==> src/rtl/scroll_checker_gen.sv <==
// Scrolling checkerboard pattern generator.
// Fixed-point offsets advance once per qualified frame. A palette index steps
// every PALETTE_PERIOD qualified frames. The colour output is one register
// stage behind the pixel coordinates.
module scroll_checker_gen #(
  parameter int TILE_LOG2      = 5,
  parameter int FRAC_BITS      = 4,
  parameter int PALETTE_PERIOD = 60
) (
  input  logic                   clk,
  input  logic                   rst_n,
  input  logic                   pattern_enable,
  input  logic [9:0]             x,
  input  logic [9:0]             y,
  input  logic                   active,
  input  logic                   next_frame,
  input  logic [8+FRAC_BITS-1:0] step_size,
  input  logic [1:0]             dir,
  output logic [5:0]             rgb
);

  localparam int         AW       = 10 + FRAC_BITS;
  localparam logic [7:0] CNT_LAST = 8'(PALETTE_PERIOD - 1);

  logic [AW-1:0] x_acc_q, x_acc_d, y_acc_q, y_acc_d, step_ext;
  logic [7:0]    frame_cnt_q, frame_cnt_d;
  logic [1:0]    pal_idx_q, pal_idx_d;
  logic [5:0]    rgb_q, rgb_d;
  logic [9:0]    sx, sy;
  logic [5:0]    fg, bg;
  logic          qual, tile_sel;
  logic          unused_sxy;

  assign qual     = pattern_enable & next_frame;
  assign step_ext = AW'(step_size);

  // Offset accumulators: wrap freely, fractional carry lands on the same edge.
  always_comb begin
    x_acc_d = x_acc_q;
    y_acc_d = y_acc_q;
    if (qual) begin
      case (dir)
        2'b00:   x_acc_d = x_acc_q + step_ext;
        2'b01:   x_acc_d = x_acc_q - step_ext;
        2'b10:   y_acc_d = y_acc_q + step_ext;
        default: begin
          x_acc_d = x_acc_q + step_ext;
          y_acc_d = y_acc_q + step_ext;
        end
      endcase
    end
  end

  // Frame counter and palette index; the palette steps as the counter wraps.
  always_comb begin
    frame_cnt_d = frame_cnt_q;
    pal_idx_d   = pal_idx_q;
    if (qual) begin
      if (frame_cnt_q == CNT_LAST) begin
        frame_cnt_d = '0;
        pal_idx_d   = pal_idx_q + 2'd1;
      end else begin
        frame_cnt_d = frame_cnt_q + 8'd1;
      end
    end
  end

  // Pixel colour from pre-edge offsets and palette; runs even when disabled.
  always_comb begin
    sx       = x + x_acc_q[AW-1 -: 10];
    sy       = y + y_acc_q[AW-1 -: 10];
    tile_sel = sx[TILE_LOG2] ^ sy[TILE_LOG2];
    case (pal_idx_q)
      2'd0:    begin fg = 6'b100100; bg = 6'b000000; end
      2'd1:    begin fg = 6'b001001; bg = 6'b000000; end
      2'd2:    begin fg = 6'b010010; bg = 6'b000000; end
      default: begin fg = 6'b111111; bg = 6'b010101; end
    endcase
    rgb_d = active ? (tile_sel ? fg : bg) : 6'b000000;
  end

  // Only the tile bit of the scrolled coordinates is consumed.
  assign unused_sxy = ^{sx[9:TILE_LOG2+1], sx[TILE_LOG2-1:0],
                        sy[9:TILE_LOG2+1], sy[TILE_LOG2-1:0]};

  // State registers, all cleared asynchronously.
  always_ff @(posedge clk or negedge rst_n) begin
    if (!rst_n) begin
      x_acc_q     <= '0;
      y_acc_q     <= '0;
      frame_cnt_q <= '0;
      pal_idx_q   <= '0;
      rgb_q       <= '0;
    end else begin
      x_acc_q     <= x_acc_d;
      y_acc_q     <= y_acc_d;
      frame_cnt_q <= frame_cnt_d;
      pal_idx_q   <= pal_idx_d;
      rgb_q       <= rgb_d;
    end
  end

  assign rgb = rgb_q;

endmodule

==> config.mk <==
export PLATFORM = sky130hd
export DESIGN_NAME = scroll_checker_gen
export DESIGN_NICKNAME = d
export VERILOG_FILES = /design/src/rtl/scroll_checker_gen.sv
export SDC_FILE = /design/constraint.sdc
export NUM_CORES = 1
export LEC_CHECK = 0
export ABC_AREA = 1
export CAP_MARGIN = 20
export CORE_ASPECT_RATIO = 0.5
export CORE_MARGIN = 3
export CORE_UTILIZATION = 40
export CTS_BUF_LIST = sky130_fd_sc_hd__clkbuf_16
export DETAILED_ROUTE_END_ITERATION = 10
export PLACE_DENSITY_LB_ADDON = 0.12
export SYNTH_ARGS = -nofsm -noshare
export SYNTH_HDL_FRONTEND = slang
export SYNTH_SLANG_ARGS = --single-unit
==> constraint.sdc <==
create_clock -name clk -period 2.62 [get_ports clk]
set_clock_uncertainty 0.15 [all_clocks]
set_input_delay 0.524 -clock clk [delete_from_list [all_inputs] [get_ports clk]]
set_output_delay 0.524 -clock clk [all_outputs]
set_load 0.02 [all_outputs]
After elaboration in Yosys (flattened, before gate mapping)
Index checks and enable logic that the tools add are counted.
- flip-flop bits (word level): 44
- bits in latches: 0
- memory bits (writable): 0
- ROM bits: 0
- bits of input ports: 39
- output and inout bits: 6
- word-level logic and storage cells: 34
- memories kept: 0
- add/sub/neg operators: 7
- multipliers: 0
- divide/modulo/power cells: 0
- magnitude comparators: 0
- eq/ne operators: 5
- shift-type cells: 0
- multiplexer cells: 6
- bitwise logic cells: 4
- reductions and logical operators: 7
- operators with widths (kind ; count):
    adder 14 x 12 -> 14 bit ; 2
    case mux 14 bit (2 select lines) ; 1
    case mux 6 bit (3 select lines) ; 1
    subtractor 14 x 12 -> 14 bit ; 1
    adder 6 bit ; 2
    2-to-1 mux 6 bit ; 2
    adder 8 x 1 -> 8 bit (second input constant) ; 1
    == test 8 x 6 -> 1 bit (second input constant) ; 1
    2-to-1 mux 8 bit ; 1
    AND reduction 2 bit ; 3
    2-to-1 mux 5 bit ; 1
    == test 2 x 1 -> 1 bit (second input constant) ; 2
    == test 2 bit (second input constant) ; 2
    zero test 2 bit ; 2
    OR reduction 3 bit ; 1
    adder 2 x 1 -> 2 bit (second input constant) ; 1
    NOT 1 bit ; 2
    OR reduction 2 bit ; 1
    AND 1 bit ; 1
    bitwise XOR 1 bit ; 1

Logic depth before layout (Yosys ltp)
- word-level depth: 5
- mapped depth: 19
- mapped depth without buffers: 19

Worst setup path before layout
No wires, ideal clock.
- path kind: input-to-reg
- from: input port step_size[1]
- to: register x_acc_q[9]
- library setup time: 0.117 ns
- arrival time: 2.314 ns
- required time: 2.353 ns
- setup slack: 0.039 ns
- cell stages on the path: 18
- path buffers: 0
- cells stage by stage: inv_1 ha_1 inv_1 nor2_1 nand3_1 o31ai_1 xor2_1 inv_1 ha_1 nand2_1 nor2_1 nand3_1 nand3_1 inv_1 nand2_2 nand3_2 nand2_1 nand2_1
- cells in the longest elaborated chain, start to end: 2
- elaborated cells on any way between the ends: 3
- those cells by class: add/sub (2); mux (1)
- ends and longest elaborated chain (item ; RTL line ; source):
    from (decl) ; 17 ; input logic [8+FRAC_BITS-1:0] step_size,
    adder 14 x 12 -> 14 bit or subtractor 14 x 12 -> 14 bit (tied branches) ; 43, 47, 44 ;
    case mux 14 bit (2 select lines) * ; 42 ; case (dir)
    to (signal assigned) ; 89 ; x_acc_q <= '0;
    to (signal assigned) ; 95 ; x_acc_q <= x_acc_d;
    to (decl) ; 25 ; logic [AW-1:0] x_acc_q, x_acc_d, y_acc_q, y_acc_d, step_ext;
Every way passes the cells marked *; elsewhere a longest branch is shown, timed or not.
A chain may end at the register's enable or synchronous reset.

Final worst setup path
- from: input port step_size[6]
- to: register x_acc_q[9]
Same word-level chain as after synthesis.

==> flow_summary.json <==
{
  "power.density_nw_per_um2": 950,
  "drive_gt1_share_pct": 23.8,
  "fin_crit_ns": 2.54,
  "cap_viol_max_count": 0,
  "syn_nets": 449,
  "hold_viol": 0,
  "cts_max_path_buffers": 2,
  "ctsHoldBuffers": 0,
  "p_leak_nw": 2.02,
  "yosys-top-cells-area": "dfrtp_1, ha_1, nand2_1",
  "h-tree-depth": 2,
  "die_x_um": 125,
  "slew_viol_final": 0,
  "hold_start": "y_acc_q[0]",
  "post_synth_num_cell_types": 35,
  "relSlewSlack_pct": 66.3,
  "dieArea_um2": 8200,
  "io_pins": 45,
  "setup_viol": 0,
  "drt_iter0_drc": 118,
  "ys_warn_count": 0,
  "synth_edf_count": 0,
  "diodes": 0,
  "holdWs_ns": 0.330,
  "hpwl_mm": 5.39,
  "end_kind": "flop",
  "peakVddDrop_uv": 359,
  "critPathArrivalTime_ns": 2.57,
  "yosysSeqAreaShare_pct": 31.8,
  "final.setup.tns_ns": 0,
  "grt_max_degree": 37,
  "critPathLaunchType": "input pin",
  "cts_tree": "yes",
  "hold_class": "reg -> reg",
  "die_y_um": 65.5,
  "wl_per_cell_um": 13.5,
  "crit_path_start": "step_size[6]",
  "r2r_start": "y_acc_q[0]",
  "routabilityCongestion": 0.818,
  "detail_route.first_pass.iterations": 4,
  "grtUsageTotal_pct": 18.1,
  "path_class": "in -> reg",
  "status": "completed",
  "antenna_found_initial": 0,
  "cts.root.buffer_cell": "clkbuf_16",
  "core_um2": 6460,
  "yosysTopAreaCell": "dfrtp_1",
  "syn_inst": 377,
  "synth_area_um2": 2840,
  "clock_sink_count": 36,
  "critPathMaxFanout": 4,
  "ys_top_cells_by_count": "nand2_1, inv_1, dfrtp_1",
  "fill_cells": 580,
  "postPlaceCellArea_um2": 3520,
  "portBuffers": 34,
  "design_area_um2": 3890,
  "grt_pass1_vias": 2571,
  "clkTransAtPathRegs_ns": 0.06,
  "synth-seq-cells": 36,
  "synth_top_area_share_pct": 31.8,
  "yosysMostFrequentCell": "nand2_1",
  "cts_inserted_buffers": 5,
  "fin_nets": 524,
  "dpl_worst_slack_ns": -0.669,
  "worst_slack_ns": 0.0800,
  "final_util_pct": 60.3,
  "fmax_mhz": 394,
  "grt_pass1_wl_mm": 11.9,
  "syn_to_final_growth_pct": 37.4,
  "avgSynthCellArea_um2": 7.52,
  "clkLatencyLatePin_ns": 0.29,
  "period_share_pct": 96.9,
  "drc": 0,
  "synth-main-ff-cell": "dfrtp_1",
  "rows": 20,
  "vias_per_cell": 4.95,
  "grt_overflow": 0,
  "initial_core_util_pct": 43.9,
  "tightest_slew_ns": 0.505,
  "antenna_left": 0,
  "vias": 2679,
  "synth_async_sr_flop_share_pct": 100,
  "wl_mm": 7.29,
  "critPathRequiredTime_ns": 2.65
}
==> cell usage in the layout (no fill, tap or decap), types with 3 or more instances in the layout <==
master and n:
xor2_1 12, nand2_2 14, buf_4 34, nand3_2 5, clkbuf_16 5, nor3_1 4
ha_4 5, dlymetal6s2s_1 4, nand2_4 4, xnor2_1 4, a21oi_1 13, nand2_1 91
nor2_2 4, a21oi_2 3, ha_1 25, nand3_1 17, clkdlybuf4s50_1 26, inv_1 42
nor2_1 23, dfrtp_1 36, o21ai_0 10, o21ai_1 13, inv_2 13, a21o_1 3
nand4_1 8
==> sequential cells by signal (all words and copies together) (netlist names) <==
signal       cells
frame_cnt_q      8
rgb              6
y_acc_q         10
x_acc_q         10
pal_idx_q        2
==> cell families after synthesis <==
family,count (synthesis),share of synthesized area (%)
AO/OA/AOI/OAI,53,10.5
XOR/XNOR,19,5.87
adder cells (fa/ha/maj),33,15.1
buffers and inverters,57,7.63
flip-flops,36,31.8
AND/OR/NAND/NOR,179,29.1
==> stage by stage <==
| step | std cells | total power, mW |
|---|---|---|
| final | 541 | 3.70 |
| after global routing | 541 | 4.04 |
| after CTS | 539 | 3.60 |
| after detailed placement | 530 | 2.82 |
| after global placement | 530 | 2.74 |
| after floorplan | 377 | 2.25 |
==> repair_timing <==
item | CTS | global route
gates resized for setup | 23 | 30
setup buffers | 1 | 1
endpoints found under the setup margin | 5 | 5
gates cloned | 0 | 1
pin swaps | 12 | 19
==> metal layers <==
metal | vias to the layer above | GRT usage [%] | part of all wire (%)
met2 | 43 | 30.2 | 47
li1 | 1376 | - | -
met3 | 8 | 4.38 | 4.7
met4 | 0 | 4.86 | 1.1
met1 | 1252 | 23.7 | 47
met5 | - | 0 | 0
==> critical path, stage by stage <==
cell and delay, ns:
clkdlybuf4s50_1 0.51, o31ai_2 0.31, xor2_1 0.20, inv_1 0.10
ha_4 0.29, nand2_2 0.06, nor2_2 0.11, nand3_1 0.10
nand3_2 0.11, inv_2 0.04, nand2_2 0.06, nand3_2 0.05
nand2_1 0.06, nand2_1 0.04
==> power by group <==
part	internal (mW)	switching [mW]	total [mW]
clock network	0.447	0.253	0.700
registers	0.769	0.196	0.964
logic	0.911	1.12	2.03
==> cell type report <==
class | count | area (µm²) | share of cell area, %
inverters | 55 | 206 | 5.30
clock buffers | 5 | 125 | 3.21
flip-flops and latches | 36 | 901 | 23.1
well taps | 88 | 110 | 2.83
clock inverters | 3 | 42.5 | 1.09
multi-input cells | 285 | 1910 | 48.9
repair buffers | 69 | 604 | 15.5
==> final timing paths <==
| path | endpoint | slack, ns | cells past startpoint |
|---|---|---|---|
| max | x_acc_q[9] | 0.08 | 14 |
| min | y_acc_q[0] | 0.33 | 2 |
| max reg2reg | y_acc_q[8] | 0.59 | 11 |
| min reg2reg | y_acc_q[0] | 0.33 | 2 |
| max in group asynchronous | y_acc_q[1] | 1.44 | 2 |
| min in group asynchronous | rgb[0] | 0.52 | 2 |
Power figures use the tool's default switching activity.
